==> src/rtl/scan_test_ctrl_pkg.sv <==
// scan_test_ctrl_pkg: shared FSM encoding and default sizing for the scan tester
package scan_test_ctrl_pkg;
  typedef enum logic [2:0] {
    IDLE      = 3'd0,
    SHIFT_IN  = 3'd1,
    CAPTURE   = 3'd2,
    SHIFT_OUT = 3'd3,
    DONE      = 3'd4
  } state_t;
  localparam int DEF_CHAIN_LEN = 10;
  localparam int DEF_CNT_W = 6;
endpackage

==> src/rtl/scan_test_ctrl_if.sv <==
// scan_test_ctrl_if: pattern-source request and result bus of the scan tester
interface scan_test_ctrl_if import scan_test_ctrl_pkg::*; #(
  parameter int CHAIN_LEN = DEF_CHAIN_LEN,
  parameter int CNT_W = DEF_CNT_W
) ();
  logic start;
  logic [CHAIN_LEN-1:0] pat_a, pat_b, exp_a, exp_b, mask_a, mask_b, resp_a, resp_b;
  logic busy, done, fail;
  logic [CNT_W-1:0] mismatch_cnt;
  modport master (
    output start, pat_a, pat_b, exp_a, exp_b, mask_a, mask_b,
    input  busy, done, resp_a, resp_b, fail, mismatch_cnt
  );
  modport slave (
    input  start, pat_a, pat_b, exp_a, exp_b, mask_a, mask_b,
    output busy, done, resp_a, resp_b, fail, mismatch_cnt
  );
endinterface

==> src/rtl/scan_test_ctrl_chain_port.sv <==
// scan_chain_port: one chain's MSB-first loader, LSB-side unloader and masked compare
module scan_chain_port import scan_test_ctrl_pkg::*; #(
  parameter int CHAIN_LEN = DEF_CHAIN_LEN
) (
  input  logic                 clk,
  input  logic                 reset,
  input  logic                 load,
  input  logic                 shift_in,
  input  logic                 shift_out,
  input  logic [CHAIN_LEN-1:0] pat,
  input  logic [CHAIN_LEN-1:0] exp_v,
  input  logic [CHAIN_LEN-1:0] mask,
  input  logic                 so,
  output logic                 si,
  output logic [CHAIN_LEN-1:0] resp,
  output logic [CHAIN_LEN-1:0] diff
);
  logic [CHAIN_LEN-1:0] ld_q, ld_d, exp_q, exp_d, mask_q, mask_d, res_q, res_d;
  always_comb begin
    ld_d = load ? pat : shift_in ? {ld_q[CHAIN_LEN-2:0], 1'b0} : ld_q;
    exp_d = load ? exp_v : exp_q;
    mask_d = load ? mask : mask_q;
    res_d = load ? '0 : shift_out ? {res_q[CHAIN_LEN-2:0], so} : res_q;
  end
  always_ff @(posedge clk or posedge reset) begin
    if (reset) begin
      ld_q <= '0;
      exp_q <= '0;
      mask_q <= '0;
      res_q <= '0;
    end else begin
      ld_q <= ld_d;
      exp_q <= exp_d;
      mask_q <= mask_d;
      res_q <= res_d;
    end
  end
  assign si = ld_q[CHAIN_LEN-1];
  assign resp = res_q;
  assign diff = (res_d ^ exp_q) & mask_q;
endmodule

==> src/rtl/scan_test_ctrl.sv <==
// scan_test_ctrl: two-chain scan load/capture/unload tester with masked compare
module scan_test_ctrl import scan_test_ctrl_pkg::*; #(
  parameter int CHAIN_LEN = DEF_CHAIN_LEN,
  parameter int CNT_W = DEF_CNT_W
) (
  input  logic            clk,
  input  logic            reset,
  scan_test_ctrl_if.slave bus,
  input  logic            so1,
  input  logic            so2,
  output logic            si1,
  output logic            si2,
  output logic            se
);
  state_t state_q, state_d;
  logic [CNT_W-1:0] cnt_q, cnt_d, mm_q, mm_d, pop;
  logic se_q, se_d, busy_q, busy_d, done_q, done_d, fail_q, fail_d;
  logic [CHAIN_LEN-1:0] diff_a, diff_b;
  logic load, last, sh_in, sh_out;
  assign load = state_q == IDLE && bus.start;
  assign last = cnt_q == CNT_W'(CHAIN_LEN - 1);
  assign sh_in = state_q == SHIFT_IN;
  assign sh_out = state_q == SHIFT_OUT;
  scan_chain_port #(.CHAIN_LEN(CHAIN_LEN)) u_a (
    .clk(clk), .reset(reset), .load(load), .shift_in(sh_in), .shift_out(sh_out),
    .pat(bus.pat_a), .exp_v(bus.exp_a), .mask(bus.mask_a), .so(so1),
    .si(si1), .resp(bus.resp_a), .diff(diff_a)
  );
  scan_chain_port #(.CHAIN_LEN(CHAIN_LEN)) u_b (
    .clk(clk), .reset(reset), .load(load), .shift_in(sh_in), .shift_out(sh_out),
    .pat(bus.pat_b), .exp_v(bus.exp_b), .mask(bus.mask_b), .so(so2),
    .si(si2), .resp(bus.resp_b), .diff(diff_b)
  );
  always_comb begin
    pop = '0;
    for (int i = 0; i < CHAIN_LEN; i++) pop = pop + CNT_W'(diff_a[i]) + CNT_W'(diff_b[i]);
  end
  always_comb begin
    state_d = state_q;
    cnt_d = cnt_q;
    se_d = se_q;
    busy_d = busy_q;
    done_d = 1'b0;
    fail_d = fail_q;
    mm_d = mm_q;
    case (state_q)
      IDLE: if (bus.start) begin
        state_d = SHIFT_IN;
        cnt_d = '0;
        se_d = 1'b1;
        busy_d = 1'b1;
        fail_d = 1'b0;
        mm_d = '0;
      end
      SHIFT_IN: begin
        cnt_d = last ? '0 : cnt_q + CNT_W'(1);
        state_d = last ? CAPTURE : SHIFT_IN;
        se_d = !last;
      end
      CAPTURE: begin
        state_d = SHIFT_OUT;
        se_d = 1'b1;
      end
      SHIFT_OUT: begin
        cnt_d = last ? '0 : cnt_q + CNT_W'(1);
        state_d = last ? DONE : SHIFT_OUT;
        se_d = !last;
        done_d = last;
        fail_d = last ? |{diff_a, diff_b} : fail_q;
        mm_d = last ? pop : mm_q;
      end
      DONE: begin
        state_d = IDLE;
        busy_d = 1'b0;
      end
      default: state_d = IDLE;
    endcase
  end
  always_ff @(posedge clk or posedge reset) begin
    if (reset) begin
      state_q <= IDLE;
      cnt_q <= '0;
      se_q <= 1'b0;
      busy_q <= 1'b0;
      done_q <= 1'b0;
      fail_q <= 1'b0;
      mm_q <= '0;
    end else begin
      state_q <= state_d;
      cnt_q <= cnt_d;
      se_q <= se_d;
      busy_q <= busy_d;
      done_q <= done_d;
      fail_q <= fail_d;
      mm_q <= mm_d;
    end
  end
  assign se = se_q;
  assign bus.busy = busy_q;
  assign bus.done = done_q;
  assign bus.fail = fail_q;
  assign bus.mismatch_cnt = mm_q;
endmodule

==> src/flat_wrapper.sv <==
// flat-port wrapper written by rule: the top's interface ports become plain ports
module scan_test_ctrl_flat import scan_test_ctrl_pkg::*;
#(
  parameter int CHAIN_LEN = DEF_CHAIN_LEN,
  parameter int CNT_W = DEF_CNT_W
)
  (clk, reset, so1, so2, si1, si2, se, bus_start, bus_pat_a, bus_pat_b, bus_exp_a, bus_exp_b, bus_mask_a, bus_mask_b, bus_busy, bus_done, bus_resp_a, bus_resp_b, bus_fail, bus_mismatch_cnt);
  scan_test_ctrl_if #(.CHAIN_LEN(CHAIN_LEN), .CNT_W(CNT_W)) bus_i ();
  input  logic clk;
  input  logic reset;
  input  logic so1;
  input  logic so2;
  output logic si1;
  output logic si2;
  output logic se;
  input wire logic [$bits(bus_i.start)-1:0] bus_start;
  input wire logic [$bits(bus_i.pat_a)-1:0] bus_pat_a;
  input wire logic [$bits(bus_i.pat_b)-1:0] bus_pat_b;
  input wire logic [$bits(bus_i.exp_a)-1:0] bus_exp_a;
  input wire logic [$bits(bus_i.exp_b)-1:0] bus_exp_b;
  input wire logic [$bits(bus_i.mask_a)-1:0] bus_mask_a;
  input wire logic [$bits(bus_i.mask_b)-1:0] bus_mask_b;
  output wire logic [$bits(bus_i.busy)-1:0] bus_busy;
  output wire logic [$bits(bus_i.done)-1:0] bus_done;
  output wire logic [$bits(bus_i.resp_a)-1:0] bus_resp_a;
  output wire logic [$bits(bus_i.resp_b)-1:0] bus_resp_b;
  output wire logic [$bits(bus_i.fail)-1:0] bus_fail;
  output wire logic [$bits(bus_i.mismatch_cnt)-1:0] bus_mismatch_cnt;
  assign bus_i.start = bus_start;
  assign bus_i.pat_a = bus_pat_a;
  assign bus_i.pat_b = bus_pat_b;
  assign bus_i.exp_a = bus_exp_a;
  assign bus_i.exp_b = bus_exp_b;
  assign bus_i.mask_a = bus_mask_a;
  assign bus_i.mask_b = bus_mask_b;
  assign bus_busy = bus_i.busy;
  assign bus_done = bus_i.done;
  assign bus_resp_a = bus_i.resp_a;
  assign bus_resp_b = bus_i.resp_b;
  assign bus_fail = bus_i.fail;
  assign bus_mismatch_cnt = bus_i.mismatch_cnt;
  scan_test_ctrl #(.CHAIN_LEN(CHAIN_LEN), .CNT_W(CNT_W)) u_core (.clk(clk), .reset(reset), .bus(bus_i), .so1(so1), .so2(so2), .si1(si1), .si2(si2), .se(se));
endmodule
==> config.mk <==
export PLATFORM = sky130hd
export DESIGN_NAME = scan_test_ctrl_flat
export DESIGN_NICKNAME = d
export VERILOG_FILES = /design/src/rtl/scan_test_ctrl_pkg.sv /design/src/rtl/scan_test_ctrl_if.sv /design/src/rtl/scan_test_ctrl_chain_port.sv /design/src/rtl/scan_test_ctrl.sv /design/src/flat_wrapper.sv
export SDC_FILE = /design/constraint.sdc
export NUM_CORES = 1
export LEC_CHECK = 0
export ABC_CLOCK_PERIOD_IN_PS = 6900
export CELL_PAD_IN_SITES_DETAIL_PLACEMENT = 2
export CELL_PAD_IN_SITES_GLOBAL_PLACEMENT = 2
export CORE_AREA = 2 2 150 108
export DETAILED_ROUTE_END_ITERATION = 8
export DIE_AREA = 0 0 152 110
export GPL_ROUTABILITY_DRIVEN = 1
export PLACE_DENSITY_LB_ADDON = 0.05
export SLEW_MARGIN = 20
export SYNTH_ARGS = -nofsm -noshare
export SYNTH_HDL_FRONTEND = slang
export SYNTH_HIERARCHICAL = 1
export SYNTH_SLANG_ARGS = --single-unit
==> constraint.sdc <==
create_clock -name clk -period 6.9 [get_ports clk]
set_input_delay 1.035 -clock clk [delete_from_list [all_inputs] [get_ports clk]]
set_output_delay 1.035 -clock clk [all_outputs]
set_load 0.005 [all_outputs]
Word-level counts from Yosys, hierarchy flattened
Cells that the tools add are included.
Cells by class
  add/sub/neg operators: 20
  $mul: 0
  div/mod/pow operators: 0
  magnitude comparators: 0
  equality and inequality tests: 7
  shifts and indexed selects: 0
  mux-type cells: 24
  bitwise logic cells: 4
  reduce and logical (&&, ||, !) cells: 14
Operator list (count)
  $add 6x1->6: 18
  $mux 10: 8
  $pmux 6 s2: 2
  $and 10x10->10: 2
  $reduce_or 20->1: 1
  $xor 10x10->10: 2
  $mux 6: 3
  $pmux 3 s4: 1
  $reduce_bool 2->1: 4
  $add 6x1->6 const B: 1
  $eq 3x2->1 const B: 2
  $eq 6x4->1 const B: 1
  $mux 3: 2
  $reduce_and 2->1: 3
  $mux 1: 4
  $pmux 1 s2: 2
  $eq 3x1->1 const B: 1
  $eq 3x3->1 const B: 1
  $logic_not 3->1: 1
  $pmux 1 s3: 1
  $reduce_and 3->1: 1
  $reduce_bool 3->1: 1
  $add 1x1->2: 1
  $mux 2: 1
  5 further kinds: 5
Storage, ports and cells
  register bits after elaboration: 99
  latch bits: 0
  bits in writable memories: 0
  memory bits (read-only): 0
  bits of input ports: 65
  output and inout bits: 32
  memories kept: 0

Depth between registers and ports, before layout
  depth after elaboration: 26
  mapped depth: 21

By module
Netlist, hierarchy kept.
By module, submodules not included
  scan_chain_port: times used 2, cells an instance 148, area each 1830.5 um^2, sequential area each 1001.0 um^2
  scan_test_ctrl: times used 1, cells an instance 154, area each 1481.4 um^2, sequential area each 450.4 um^2

Worst setup path after synthesis
Ideal clock, no wire load.
  path kind: input port to flip-flop
  from: input bus_start
  to: register u_core.mm_q[1] (netlist: u_core/bus.mismatch_cnt[1])
  library setup time: 0.125 ns
  data arrival time: 5.780 ns
  required time: 6.775 ns
  slack: 0.995 ns
  stages on the path: 15
  path through: nor4b_2 buf_4 nor2_2 mux2i_1 inv_1 fa_1 fa_1 fa_1 fa_1 fa_1 inv_1 ha_1 fa_1 and3_1 mux2_4
Between the ends
  elaborated cells on any way between the ends: 30
RTL lines
  start, declared: RTL line flat_wrapper.sv:16  | input wire logic [$bits(bus_i.start)-1:0] bus_start;
  $logic_and 1x1->1: RTL line scan_test_ctrl.sv:20  | assign load = state_q == IDLE && bus.start;
  $mux 10: RTL line scan_test_ctrl_chain_port.sv:23  | res_d = load ? '0 : shift_out ? {res_q[CHAIN_LEN-2:0], so} : res_q;
  named net u_core.u_a.res_d[5]: RTL line scan_test_ctrl_chain_port.sv:18  | logic [CHAIN_LEN-1:0] ld_q, ld_d, exp_q, exp_d, mask_q, mask_d, res_q, res_d;
  $xor 10x10->10: RTL line scan_test_ctrl_chain_port.sv:40  | assign diff = (res_d ^ exp_q) & mask_q;
  $and 10x10->10: RTL line scan_test_ctrl_chain_port.sv:40
  named net u_core.diff_a[5]: RTL line scan_test_ctrl.sv:18  | logic [CHAIN_LEN-1:0] diff_a, diff_b;
  $add 6x1->6 (10 in a row): RTL line scan_test_ctrl.sv:36  | for (int i = 0; i < CHAIN_LEN; i++) pop = pop + CNT_W'(diff_a[i]) + CNT_W'(diff_b[i]);
  $mux 6: RTL line scan_test_ctrl.sv:70  | mm_d = last ? pop : mm_q;
  $pmux 6 s2: RTL line scan_test_ctrl.sv:46  | case (state_q)
  end signal, assigned: RTL line scan_test_ctrl.sv:95  | mm_q <= mm_d;
  end, declared: RTL line scan_test_ctrl.sv:16  | logic [CNT_W-1:0] cnt_q, cnt_d, mm_q, mm_d, pop;
The timed path passes the listed nets, and every way through them passes these cells. The select of a mux whose other input is x is not followed.
A chain may end at the register's enable or synchronous reset.

Worst setup path in the final report
  from: input bus_start
  to: register u_core.mm_q[1] (netlist: u_core/bus.mismatch_cnt[1])
Between the ends
  elaborated cells on any way between the ends: 30
RTL lines
  $logic_and 1x1->1: RTL line scan_test_ctrl.sv:20
  named net u_core.load: RTL line scan_test_ctrl.sv:19  | logic load, last, sh_in, sh_out;
  $mux 10: RTL line scan_test_ctrl_chain_port.sv:23
  named net u_core.u_b.res_d[3]: RTL line scan_test_ctrl_chain_port.sv:18
  $xor 10x10->10: RTL line scan_test_ctrl_chain_port.sv:40
  $and 10x10->10: RTL line scan_test_ctrl_chain_port.sv:40
  named net u_core.diff_b[3]: RTL line scan_test_ctrl.sv:18
  $add 6x1->6 (13 in a row): RTL line scan_test_ctrl.sv:36
  $mux 6: RTL line scan_test_ctrl.sv:70
  $pmux 6 s2: RTL line scan_test_ctrl.sv:46
The timed path passes the listed nets, and every way through them passes these cells. The select of a mux whose other input is x is not followed.

==> metrics.cfg <==
[outcome]
status = complete, no violations

[detailed_routing]
routed_wirelength_um = 12800
remaining_drc_errors = 0
wl_per_cell_um = 17.0
postRouteAntennaNets = 0
drt_iter0_drc = 133
first_pass_iters = 4
num_vias = 3576
via_per_inst = 4.76

[hold_path]
worstHoldPathType = reg -> reg
min_path_cells = 1
min_from = u_core/u_b/exp_q[0]
min_to = u_core/u_b/exp_q[0]

[sta]
setup_ws_ns = 0.942
layout_min_cycle_time_ns = 5.96
slew_viol_final = 0
worst_pin_slew_ns = 0.704
rsz0062_at_grt = false
slew_headroom_pct = 53.0
post-route-period-util_pct = 86.3
finalHoldViolCount = 0
fmax_mhz = 168
skew_ns = 0.00733
setup_violations = 0
finalSetupTns_ns = 0

[clock_network]
root_buffer = clkbuf_16
cts-resized-gates = 0
cts.sinks = 98
holdBufCountCts = 0
clock_path_buffers = 2
numCtsBuffers = 9
clk_latency_ns = 0.35
clkTransAtPathRegs_ns = 0.07
post_cts_buffers = 0
cts_tree = yes
cts_max_level = 3

[cells_and_area]
syn_to_final_growth_pct = 28.5
n_fill_cell = 1562
diodes = 0
nets = 636
layout-drive-gt1-share_pct = 16.5

[placed_design]
place_congestion = 0.768
hpwl_um = 9610
port-buffer-count = 95
post-place-ws_ns = 0.548

[synthesis]
synth_top_family_by_area = multiplexers
synth_compound_area_share_pct = 4.14
postSynthCellCount = 450
syn_area_per_cell_um2 = 11.4
ys.flop_type = dfrtp_1
synth.net_count = 539
synth_edf_count = 0
synth_top_cell_by_area = dfrtp_1
ys_ff_latch = 98
synth_most_common_cell = dfrtp_1
syn-cell-area_um2 = 5140
synth_top_area_share_pct = 47.7
synthSimpleGateAreaFrac_pct = 13.0
ys_async_sr_fraction_pct = 100
synthAdderAreaFrac_pct = 7.88
synthMuxAreaShare_pct = 21.0
yosysWarningCount = 6
yosys.area_share.xor_xnor_pct = 0.511
synthDistinctLibCells = 42
ys_seq_area_share_pct = 47.7
synth_area_leaders = dfrtp_1 (48%), mux2i_1 (12%), mux2_2 (8.8%), fa_1 (5.5%), nand2_1 (3.2%)
synth_commonest_cells = dfrtp_1 (98), mux2i_1 (60), nand2_1 (44)

[setup_path]
cp_max_fo = 38
r2r_slack_ns = 1.20
path_class = in -> reg
worstPathRequired_ns = 7.13
arrival_ns = 6.19
reg2regPathDepth = 18
crit_path_end_kind = flip-flop
reg2reg_to = u_core/bus.mismatch_cnt[1]
cp-start-kind = input port
r2r_start = u_core/state_q[0]

[die]
core-area_um2 = 15300
chipHeight_um = 110
die_w_um = 152
row_count = 38
pin_count = 97
die_area_um2 = 16700
initial_core_util_pct = 33.7

[global_routing]
track_usage_pct = 16.9
antenna_found_initial = 0
grt_pass1_wl_um = 22100
grt-ovfl-total = 0
grt_pass1_vias = 4064
grt_max_degree = 41

[flow_run]
cap_violations = 0

[placed cells by master, fill, tap and decap left out, types with 2 or more instances in the layout]
master,Yosys,layout
mux2_4,2,2
nor2b_1,2,2
nand2b_1,24,24
and4_1,2,2
inv_1,43,43
mux2_2,40,40
and3_1,3,3
clkinvlp_4,0,3
or3_1,2,2
nor2_1,6,5
nand3_1,7,7
mux2i_1,60,60
a21oi_1,5,5
nand2_1,44,44
o21ai_1,6,6
fa_1,14,14
nor2_2,20,21
o21ai_0,19,19
buf_4,12,8
clkdlybuf4s50_1,0,95
dfrtp_1,98,98
xor2_1,3,3
and2_1,2,2
ha_1,10,10
nor4_1,3,3
clkbuf_16,0,9
[worst max path at each step]
stage / start / end / slack [ns] / cells after the start
final: bus_start / u_core/bus.mismatch_cnt[1] / 0.94 / 16
after global routing: bus_start / u_core/bus.mismatch_cnt[4] / 0.73 / 19
after CTS: bus_start / u_core/bus.mismatch_cnt[4] / 0.89 / 18
after detailed placement: bus_start / u_core/bus.mismatch_cnt[1] / 0.55 / 16
after global placement: bus_start / u_core/bus.mismatch_cnt[4] / 0.65 / 18
after floorplan: bus_start / u_core/bus.mismatch_cnt[1] / 1.0 / 15
[worst max-delay path, stage by stage]
cell	delay, ns
clkdlybuf4s50_1	0.53
nor4b_4	0.33
buf_12	0.29
nor2_2	0.09
mux2i_1	0.25
inv_1	0.10
fa_1	0.53
fa_1	0.44
fa_1	0.53
fa_1	0.44
fa_1	0.49
inv_1	0.04
ha_1	0.21
fa_1	0.43
and3_1	0.17
mux2_4	0.26
[per-layer routing]
metal  vias up  track usage [%]  wire, um
li1       1695                -         -
met1      1802             24.1      6510
met2        71             25.9      5690
met3         8             4.34       461
met4         0             4.21       127
met5         -                0         0
[stage by stage]
step / instances / cell area [um^2] / utilization, % / hold WS [ns]
5_1_grt: 752 / 6610 / 43.3 / 0.535
6_report: 752 / 6610 / 43.3 / 0.527
2_1_floorplan: 450 / 5140 / - / 0.494
3_5_place_dp: 736 / 6300 / 41.3 / 0.508
3_3_place_gp: 736 / 6300 / 41.3 / 0.496
4_1_cts: 752 / 6610 / 43.3 / 0.523
[registers in the layout, indices dropped and copies added, names as in the netlist]
register	count
u_core/bus.done	1
u_core/se	1
u_core/u_a/ld_q	10
u_core/u_b/ld_q	10
u_core/bus.mismatch_cnt	5
u_core/u_b/exp_q	10
u_core/u_b/mask_q	10
u_core/bus.fail	1
u_core/u_a/resp	10
u_core/u_b/resp	10
u_core/bus.busy	1
u_core/u_a/exp_q	10
u_core/state_q	3
u_core/cnt_q	6
u_core/u_a/mask_q	10
[area by class of cell]
cell class | instances | area, um^2 | area share (%)
tap | 200 | 250 | 3.79
clock inverter | 6 | 66.3 | 1.00
inverter | 43 | 161 | 2.44
sequential | 98 | 2450 | 37.1
multi-input combinational | 291 | 2410 | 36.4
clock buffer | 10 | 239 | 3.62
timing repair buffer | 104 | 1030 | 15.6
[logic make-up after synthesis]
group / Yosys count
and+or+nand+nor: 123
muxes: 102
DFF: 98
buffers and inverters: 61
AOI/OAI and AO/OA: 38
adders and majority gates: 24
xor gates and xnor gates: 3
other: 1
Power is left out: the tool's default activity adds up to more than one toggle a clock period on the data nets, which glitch-free logic cannot reach.
